### src/rtl/core_dec_stage_q.sv
// Decode stage for the Selen RV32I core: fetch-side instruction queue,
// register file with write-back bypass, load-use stall and kill flush.
module core_dec_stage_q #(
   parameter int XLEN     = 32,
   parameter int IQ_DEPTH = 2
) (
   input  logic            clk,
   input  logic            rst,
   input  logic            if_val,
   input  logic [31:0]     if_inst,
   input  logic [XLEN-1:0] if_pc,
   output logic            if_rdy,
   input  logic            wb_we,
   input  logic [4:0]      wb_rd,
   input  logic [XLEN-1:0] wb_data,
   input  logic            kill,
   input  logic            ex_rdy,
   output logic            ex_val,
   output logic [XLEN-1:0] ex_pc,
   output logic [6:0]      ex_opc,
   output logic [2:0]      ex_funct3,
   output logic            ex_funct7b5,
   output logic [4:0]      ex_rs1,
   output logic [4:0]      ex_rs2,
   output logic [4:0]      ex_rd,
   output logic [XLEN-1:0] ex_src1,
   output logic [XLEN-1:0] ex_src2,
   output logic [XLEN-1:0] ex_imm,
   output logic            ex_we_rf,
   output logic            ex_is_load,
   output logic            ex_is_store,
   output logic            ex_ill,
   output logic            stall_out
);

   localparam int AW = $clog2(IQ_DEPTH);
   localparam logic [AW:0] L_DEPTH = (AW+1)'(IQ_DEPTH);

   localparam logic [6:0] OPC_LOAD   = 7'b0000011;
   localparam logic [6:0] OPC_STORE  = 7'b0100011;
   localparam logic [6:0] OPC_BRANCH = 7'b1100011;
   localparam logic [6:0] OPC_JAL    = 7'b1101111;
   localparam logic [6:0] OPC_JALR   = 7'b1100111;
   localparam logic [6:0] OPC_OPIMM  = 7'b0010011;
   localparam logic [6:0] OPC_OP     = 7'b0110011;
   localparam logic [6:0] OPC_LUI    = 7'b0110111;
   localparam logic [6:0] OPC_AUIPC  = 7'b0010111;

   logic [31:0]     r_q_inst [IQ_DEPTH];
   logic [XLEN-1:0] r_q_pc   [IQ_DEPTH];
   logic [AW-1:0]   r_wptr;
   logic [AW-1:0]   r_rptr;
   logic [AW:0]     r_cnt;
   logic [XLEN-1:0] r_rf [32];

   logic            w_head_val;
   logic [31:0]     w_inst;
   logic [6:0]      w_opc;
   logic [4:0]      w_rs1;
   logic [4:0]      w_rs2;
   logic [4:0]      w_rd;
   logic            w_use1;
   logic            w_use2;
   logic            w_wr;
   logic            w_ld;
   logic            w_st;
   logic            w_ill;
   logic [31:0]     w_imm32;
   logic            w_push;
   logic            w_issue;
   logic [XLEN-1:0] w_src1;
   logic [XLEN-1:0] w_src2;

   assign w_head_val = (r_cnt != '0);
   assign w_inst     = r_q_inst[r_rptr];
   assign w_opc      = w_inst[6:0];
   assign w_rs1      = w_inst[19:15];
   assign w_rs2      = w_inst[24:20];
   assign w_rd       = w_inst[11:7];

   // Classify the head instruction: operand use, immediate, side effects
   always_comb begin
      w_use1  = 1'b0;
      w_use2  = 1'b0;
      w_wr    = 1'b0;
      w_ld    = 1'b0;
      w_st    = 1'b0;
      w_ill   = 1'b0;
      w_imm32 = '0;
      case (w_opc)
         OPC_LOAD: begin
            w_use1  = 1'b1;
            w_wr    = 1'b1;
            w_ld    = 1'b1;
            w_imm32 = {{20{w_inst[31]}}, w_inst[31:20]};
         end
         OPC_STORE: begin
            w_use1  = 1'b1;
            w_use2  = 1'b1;
            w_st    = 1'b1;
            w_imm32 = {{20{w_inst[31]}}, w_inst[31:25],
                       w_inst[11:7]};
         end
         OPC_BRANCH: begin
            w_use1  = 1'b1;
            w_use2  = 1'b1;
            w_imm32 = {{19{w_inst[31]}}, w_inst[31], w_inst[7],
                       w_inst[30:25], w_inst[11:8], 1'b0};
         end
         OPC_JAL: begin
            w_wr    = 1'b1;
            w_imm32 = {{11{w_inst[31]}}, w_inst[31],
                       w_inst[19:12], w_inst[20],
                       w_inst[30:21], 1'b0};
         end
         OPC_JALR, OPC_OPIMM: begin
            w_use1  = 1'b1;
            w_wr    = 1'b1;
            w_imm32 = {{20{w_inst[31]}}, w_inst[31:20]};
         end
         OPC_OP: begin
            w_use1  = 1'b1;
            w_use2  = 1'b1;
            w_wr    = 1'b1;
         end
         OPC_LUI, OPC_AUIPC: begin
            w_wr    = 1'b1;
            w_imm32 = {w_inst[31:12], 12'b0};
         end
         default: w_ill = 1'b1;
      endcase
   end

   // Operand read with same-cycle write-back bypass; x0 is hardwired zero
   always_comb begin
      w_src1 = r_rf[w_rs1];
      w_src2 = r_rf[w_rs2];
      if (wb_we && wb_rd == w_rs1) w_src1 = wb_data;
      if (wb_we && wb_rd == w_rs2) w_src2 = wb_data;
      if (w_rs1 == 5'd0) w_src1 = '0;
      if (w_rs2 == 5'd0) w_src2 = '0;
   end

   assign stall_out = w_head_val && ex_val && ex_is_load
                   && (ex_rd != 5'd0)
                   && ((w_use1 && ex_rd == w_rs1)
                    || (w_use2 && ex_rd == w_rs2));
   assign w_issue = w_head_val && !stall_out && !kill
                 && (!ex_val || ex_rdy);
   assign if_rdy  = (r_cnt < L_DEPTH);
   assign w_push  = if_val && if_rdy && !kill;

   // Queue storage needs no reset: count gates every read
   always_ff @(posedge clk) begin
      if (w_push) begin
         r_q_inst[r_wptr] <= if_inst;
         r_q_pc[r_wptr]   <= if_pc;
      end
   end

   // Queue pointers and occupancy; kill empties the queue outright
   always_ff @(posedge clk or posedge rst) begin
      if (rst) begin
         r_wptr <= '0;
         r_rptr <= '0;
         r_cnt  <= '0;
      end else if (kill) begin
         r_wptr <= '0;
         r_rptr <= '0;
         r_cnt  <= '0;
      end else begin
         if (w_push)  r_wptr <= r_wptr + AW'(1);
         if (w_issue) r_rptr <= r_rptr + AW'(1);
         if (w_push && !w_issue)
            r_cnt <= r_cnt + (AW+1)'(1);
         else if (!w_push && w_issue)
            r_cnt <= r_cnt - (AW+1)'(1);
      end
   end

   // Register file; writes land even while kill is asserted
   always_ff @(posedge clk or posedge rst) begin
      if (rst) begin
         for (int i = 0; i < 32; i++) r_rf[i] <= '0;
      end else if (wb_we && wb_rd != 5'd0) begin
         r_rf[wb_rd] <= wb_data;
      end
   end

   // Execute bundle: kill clears, issue loads, consume leaves a bubble
   always_ff @(posedge clk or posedge rst) begin
      if (rst) begin
         ex_val      <= 1'b0;
         ex_pc       <= '0;
         ex_opc      <= '0;
         ex_funct3   <= '0;
         ex_funct7b5 <= 1'b0;
         ex_rs1      <= '0;
         ex_rs2      <= '0;
         ex_rd       <= '0;
         ex_src1     <= '0;
         ex_src2     <= '0;
         ex_imm      <= '0;
         ex_we_rf    <= 1'b0;
         ex_is_load  <= 1'b0;
         ex_is_store <= 1'b0;
         ex_ill      <= 1'b0;
      end else if (kill) begin
         ex_val <= 1'b0;
      end else if (w_issue) begin
         ex_val      <= 1'b1;
         ex_pc       <= r_q_pc[r_rptr];
         ex_opc      <= w_opc;
         ex_funct3   <= w_inst[14:12];
         ex_funct7b5 <= w_inst[30];
         ex_rs1      <= w_rs1;
         ex_rs2      <= w_rs2;
         ex_rd       <= w_rd;
         ex_src1     <= w_src1;
         ex_src2     <= w_src2;
         ex_imm      <= XLEN'($signed(w_imm32));
         ex_we_rf    <= w_wr && (w_rd != 5'd0);
         ex_is_load  <= w_ld;
         ex_is_store <= w_st;
         ex_ill      <= w_ill;
      end else if (ex_rdy) begin
         ex_val <= 1'b0;
      end
   end

endmodule

### config.mk
export PLATFORM = sky130hd
export DESIGN_NAME = core_dec_stage_q
export DESIGN_NICKNAME = d
export VERILOG_FILES = /design/src/rtl/core_dec_stage_q.sv
export SDC_FILE = /design/constraint.sdc
export NUM_CORES = 2
export LEC_CHECK = 0
export ABC_CLOCK_PERIOD_IN_PS = 41000
export CAP_MARGIN = 20
export CORE_UTILIZATION = 50
export CTS_BUF_LIST = sky130_fd_sc_hd__clkbuf_2
export DETAILED_ROUTE_END_ITERATION = 7
export DONT_BUFFER_PORTS = 1
export PLACE_DENSITY = 0.68
export SLEW_MARGIN = 25
export SYNTH_ARGS = -nofsm -noshare
export SYNTH_HDL_FRONTEND = slang
export SYNTH_SLANG_ARGS = --single-unit
### constraint.sdc
create_clock -name clk -period 41 [get_ports clk]
set_input_delay 8.2 -clock clk [delete_from_list [all_inputs] [get_ports clk]]
set_output_delay 8.2 -clock clk [all_outputs]
set_load 0.05 [all_outputs]
== Yosys cells after proc, flatten, opt, wreduce, memory -nomap -nowiden ==
Memory sizes are Yosys's and may differ from the RTL's. A register that Yosys moved wholly into a read port is not among the register bits.
Index checks and enable logic that the tools add are counted.
Word-level totals
  input port bits: 107
  memories: 2
  output and inout bits: 161
  memory bits (writable): 128
  bits in registers: 1155
Cells by class
  bitwise logic cells: 4
  eq/ne operators: 13
  magnitude comparators: 5
  add/subtract/negate cells: 4
  muxes and demuxes: 32
  reduce and logical (&&, ||, !) cells: 42
Memories
  r_q_inst: words 2, bits a word 32, read ports 1, clocked after memory_dff 0, wr ports 1, line 49  | logic [31:0] r_q_inst [IQ_DEPTH];
  r_q_pc: words 2, bits a word 32, read ports 1, clocked after memory_dff 1, wr ports 1, line 50  | logic [XLEN-1:0] r_q_pc [IQ_DEPTH];
Operator list (count)
  1024-bit bitwise mux: 1
  32-bit binary-select mux with 5-bit select: 2
  32-bit 2-to-1 mux: 9
  32-bit demux with 5-bit select: 1
  32-bit one-hot mux with 5 select lines: 1
  7-bit by 6-bit equality test with 1-bit output, second input constant: 3
  7-bit equality test, second input constant: 3
  5-bit equality test: 4
  6-bit greater-or-equal comparator, second input constant: 3
  1-bit logical AND: 18
  5-bit inverter with 6-bit output: 3
  1-bit 2-to-1 mux: 15
  5-bit nonzero test: 3
  7-bit by 5-bit equality test with 1-bit output, second input constant: 2
  5-bit logical NOT: 2
  9-bit OR reduction: 1
  7-bit by 2-bit equality test with 1-bit output, second input constant: 1
  7-bit OR reduction: 1
  6-bit by 1-bit < comparator with 1-bit output, second input constant: 1
  2-bit 2-to-1 mux: 3
  2-bit nonzero test: 3
  3-bit nonzero test: 2
  3-bit OR reduction: 2
  6-bit OR reduction: 1
  other kinds (9): 15

== Longest topological paths before layout ==
An unclocked memory read counts as a cell.
  depth in word-level cells: 15
  depth in mapped cells: 14
  gate-level depth less buffers: 7

== Least setup slack after synthesis ==
OpenSTA, ideal clock, no wires.
  path type: input port to flip-flop
  from: input if_val
  to: memory r_q_inst[0][0], enable pin
  setup slack: 27.247 ns
  required time: 40.421 ns
  stages on the path: 2
  buffers on the path: 0
  arrival: 13.174 ns
  cell sequence: nor2b_1 -> nor3b_1
Between the ends
  word-level cells in the longest chain between the ends: 4
RTL lines
  start, declared: line 9  | input logic if_val,
  1-bit logical AND (2 in series): line 151  | assign w_push = if_val && if_rdy && !kill;
  1-bit 2-to-1 mux: line 155  | if (w_push) begin
  1-bit 2-to-1 mux (not written as such): line 156  | r_q_inst[r_wptr] <= if_inst;
  end, declared: line 49
Every way passes these cells.

== Worst setup path in the final report ==
  from: register r_rptr
  to: output stall_out
Between the ends
  word-level cells in the longest chain between the ends: 7
RTL lines
  start, declared: line 52  | logic [AW-1:0] r_rptr;
  start signal, assigned: line 173  | if (w_issue) r_rptr <= r_rptr + AW'(1);
  memory 2 x 32 bit *
  7-bit equality test (tied with other cells): line 90  | case (w_opc)
  6-bit OR reduction (no source line) or 3-bit OR reduction (tied branches)
  1-bit 2-to-1 mux: line 90
  1-bit logical AND (on tied branches): line 146, 147
  1-bit logical OR *: line 147  | || (w_use2 && ex_rd == w_rs2));
  1-bit logical AND *: line 146  | && ((w_use1 && ex_rd == w_rs1)
  end, declared: line 33  | output logic stall_out
Every way passes the cells marked *; elsewhere a longest branch is shown, timed or not.

==> metrics.md <==
| Metric | Value |
|---|---|
| GR met2 Demand/Resource | `51.4%` |
| Combinational Power Share | `32.7%` |
| Synth Warn # | `0` |
| Core region area | `132000 um^2` |
| CP Capture Type | `primary output` |
| Area added between synthesis and finish | `5.95%` |
| NumNets Final | `5626` |
| Average wire per standard cell | `30.8 um` |
| CP Data Required Time | `32800 ps` |
| Number of setup violations in the final report | `0` |
| DIE AREA | `135000 um^2` |
| HP Class | `flop to flop` |
| Register-to-register setup slack | `35670 ps` |
| Top_reg_cell synth | `dfrtp_1` |
| RSZ-0062 raised after global routing | `no` |
| Min setup slack post-route | `27250 ps` |
| Skew-Pair Late Insertion Delay | `1790 ps` |
| Placer Congestion | `0.870` |
| R2R depth | `9` |
| Class of the most critical setup path | `flop to primary output` |
| Least-Margin Pin Slew | `1230 ps` |
| Met1 track demand over resource | `42.4%` |
| Number of ports placed on the die boundary | `268` |
| Die extent in y | `368 um` |
| Number of design rule violations left after detail routing | `0` |
| Global routing usage on met3 | `11.0%` |
| Hold violation count in the final report | `0` |
| Maximum number of pins on one net before global-route repair | `176` |
| Synthesized netlist net count | `5707` |
| Count leader, synth | `dfrtp_1` |
| Kind of launch point of the worst setup path | `flop` |
| Routing layer with the top usage in global route | `met2` |
| Post-synthesis cell type with the largest combined area | `dfrtp_1` |
| Reg-to-Reg End | `ex_pc[25]` |
| Power Density | `61.5 nW/um^2` |
| Capture point of the worst path | `stall_out` |
| IR Drop Worst-Case VDD | `0.0000597 V` |
| Syn_area_per_cell | `11.9 um^2` |
| Number of global-route vias before repair | `49.9k` |
| P_sw | `1.85 mW` |
| Critical path origin | `r_rptr` |
| Worst slew margin relative to its limit | `18.0%` |
| Global-route total usage across every layer | `33.9%` |
| Flop pwr share | `46.7%` |
| Count of input and output buffers | `0` |
| Portion of the clock cycle consumed by the worst path in the final layout | `33.5%` |
| Maximum operating frequency | `72.7 MHz` |
| Final-layout setup total negative slack | `0 ps` |
| Pre-CTS worst setup slack | `28950 ps` |
| Number of max-capacitance violations reported | `0` |
| Cell at the root of the clock tree | `clkbuf_2` |
| Resized Gates After CTS | `0` |
| Effective utilization at floorplan | `50.6%` |
| Wire length of the first global-routing pass | `337 mm` |
| Std-Cell Rows | `133` |
| Outcome | `complete, no violations` |
| Switching share of power | `42.5%` |
| Total number of H-tree levels | `5` |
| Arrival time worst endpoint | `5550 ps` |
| Detailed Routing Iterations Pass 1 | `6` |
| Clock slew seen by the registers of the worst setup and hold paths | `90 ps` |
| Netlist Area Pre-Place | `66900 um^2` |
| Maximum clock insertion buffer count | `4` |
| Detail Route Antenna Nets | `0` |
| Count of hold buffers inserted by post-cts repair | `0` |
| Setup skew after layout | `134 ps` |
| Number of instances in the synthesized netlist | `5600` |
| Detailed-route vias per instance | `6.69` |
| Pins over their slew limit | `0` |
| Worst hold margin | `406 ps` |
| Total clock buffers created by CTS | `348` |
| Top cells by area, synth | `dfrtp_1 44%, mux2_2 17%, mux4_2 6.7%` |
| Top-area cell type share of the netlist area | `44.4%` |
| Cell internal power dissipation | `2.50 mW` |
| Proportion of synthesized chip area in sequential cells | `50.2%` |
| Peak fanout along the critical path | `55` |
| Total number of clock tree sinks | `1315` |
| Fraction of layout cells with a size suffix above 1 | `34.0%` |
| #FFs+latches synth | `1315` |
| Cell types with the highest counts after synthesis | `1187 x dfrtp_1, 1021 x mux2_2, 833 x nand2_1` |
| Clock tree from TritonCTS | `done` |
| Minimum clock period | `13750 ps` |
| Final global-route overflow total | `0` |
| Initial detailed-routing violation count | `5910` |
| Via count | `50.1k` |
| Antenna violations before repair | `5` |
| Drt total wl | `231 mm` |
| Reg-to-Reg Start | `r_rptr` |
| Clk network pwr share | `20.6%` |
| Count of cell types in the netlist | `67` |
| Static leakage | `30.7 nW` |
| Number of enable-type register cells in the synthesized netlist | `128` |
| Die W | `368 um` |
| DP Wirelength | `126 mm` |
| Post-synthesis async set-or-reset flop share | `90.3%` |
| Buffers inserted by post-CTS timing repair | `0` |
-- stage by stage --
stage	total power [mW]	utilization [%]	instances	instance area (um^2)
floorplan	3.00	-	5600	66900
global placement	3.41	51.4	6923	67900
detailed placement	3.45	51.4	6923	67900
CTS	4.33	53.6	7489	70800
global route	4.55	53.6	7495	70900
finish	4.36	53.6	7495	70900
-- sequential cells by signal, summed over array words and instances, names as in the netlist, 2 cells and up --
register	count
ex_rs1	5
ex_imm	32
ex_rd	5
ex_src1	32
ex_src2	32
ex_rs2	5
r_q_inst	64
ex_opc	7
ex_funct3	3
r_q_pc	64
r_rf	1024
ex_pc	32
r_cnt	2
-- logic make-up (layout without fill, tap and decap cells) --
group                  count (synthesis)  after routing  synth area share, %
multiplexers                        1601           1601                 29.7
flip-flops                          1315           1315                 50.2
AND/OR/NAND/NOR                     1206           1206                 7.49
AO/OA/AOI/OAI                        887            887                 8.46
buffers and inverters                567            702                 3.87
XOR/XNOR                              24             24                0.314
other                                  0              5                    0
-- per-layer routing --
layer,wire length [um],share of wire [%]
met1,85800,37
met2,103000,45
met5,26,0.011
met4,14400,6.2
met3,27100,12
-- worst max-delay path: stages (launching register included) --
cell     delay, ps
dfrtp_4        880
buf_4          810
mux2i_1        480
or4_4          640
a21oi_1        380
a41oi_1        200
nor3_2         180
buf_4          260
-- worst min path at each step --
stage                     from          to  slack, ps  depth (start not counted)
floorplan           r_rf[1000]  r_rf[1000]        440                          1
global placement    r_rf[1013]  r_rf[1013]        380                          0
detailed placement  r_rf[1004]  r_rf[1004]        380                          0
CTS                 r_rf[1004]  r_rf[1004]        410                          0
global route        r_rf[1003]  r_rf[1003]        420                          0
finish              r_rf[1003]  r_rf[1003]        410                          0
-- placed cells by master, fill, tap and decap left out, drive strengths merged, types with 43 or more instances in the layout --
cell type / Yosys / layout
o21ai: 170 / 170
o22ai: 154 / 154
nand2: 834 / 834
nand3: 171 / 171
clkbuf: 293 / 498
o31ai: 47 / 47
nor2: 86 / 86
a31oi: 70 / 70
clkinv: 0 / 61
buf: 258 / 120
mux4: 199 / 199
mux2: 1032 / 1032
dfrtp: 1187 / 1187
edfxtp: 128 / 128
mux2i: 370 / 370
a21oi: 243 / 243
nor3: 58 / 58
a2111oi: 43 / 43
-- cell type report --
type / count / area, um^2
Inverter: 16 / 63.8
Antenna cell: 5 / 12.5
Fill cell: 11500 / 61300
Clock inverter: 68 / 377
Multi-Input combinational cell: 3718 / 31100
Clock buffer: 498 / 2490
Tap cell: 1755 / 2200
Sequential cell: 1315 / 33600
Timing Repair Buffer: 120 / 1030
-- power by group through the flow --
stage / registers (mW) / logic (mW) / clock network (mW)
floorplan: 1.96 / 1.04 / 0
global placement: 2.04 / 1.37 / 0
detailed placement: 2.06 / 1.39 / 0
CTS: 2.03 / 1.40 / 0.908
global route: 2.06 / 1.50 / 0.977
finish: 2.03 / 1.43 / 0.896
Power figures use the tool's default switching activity.
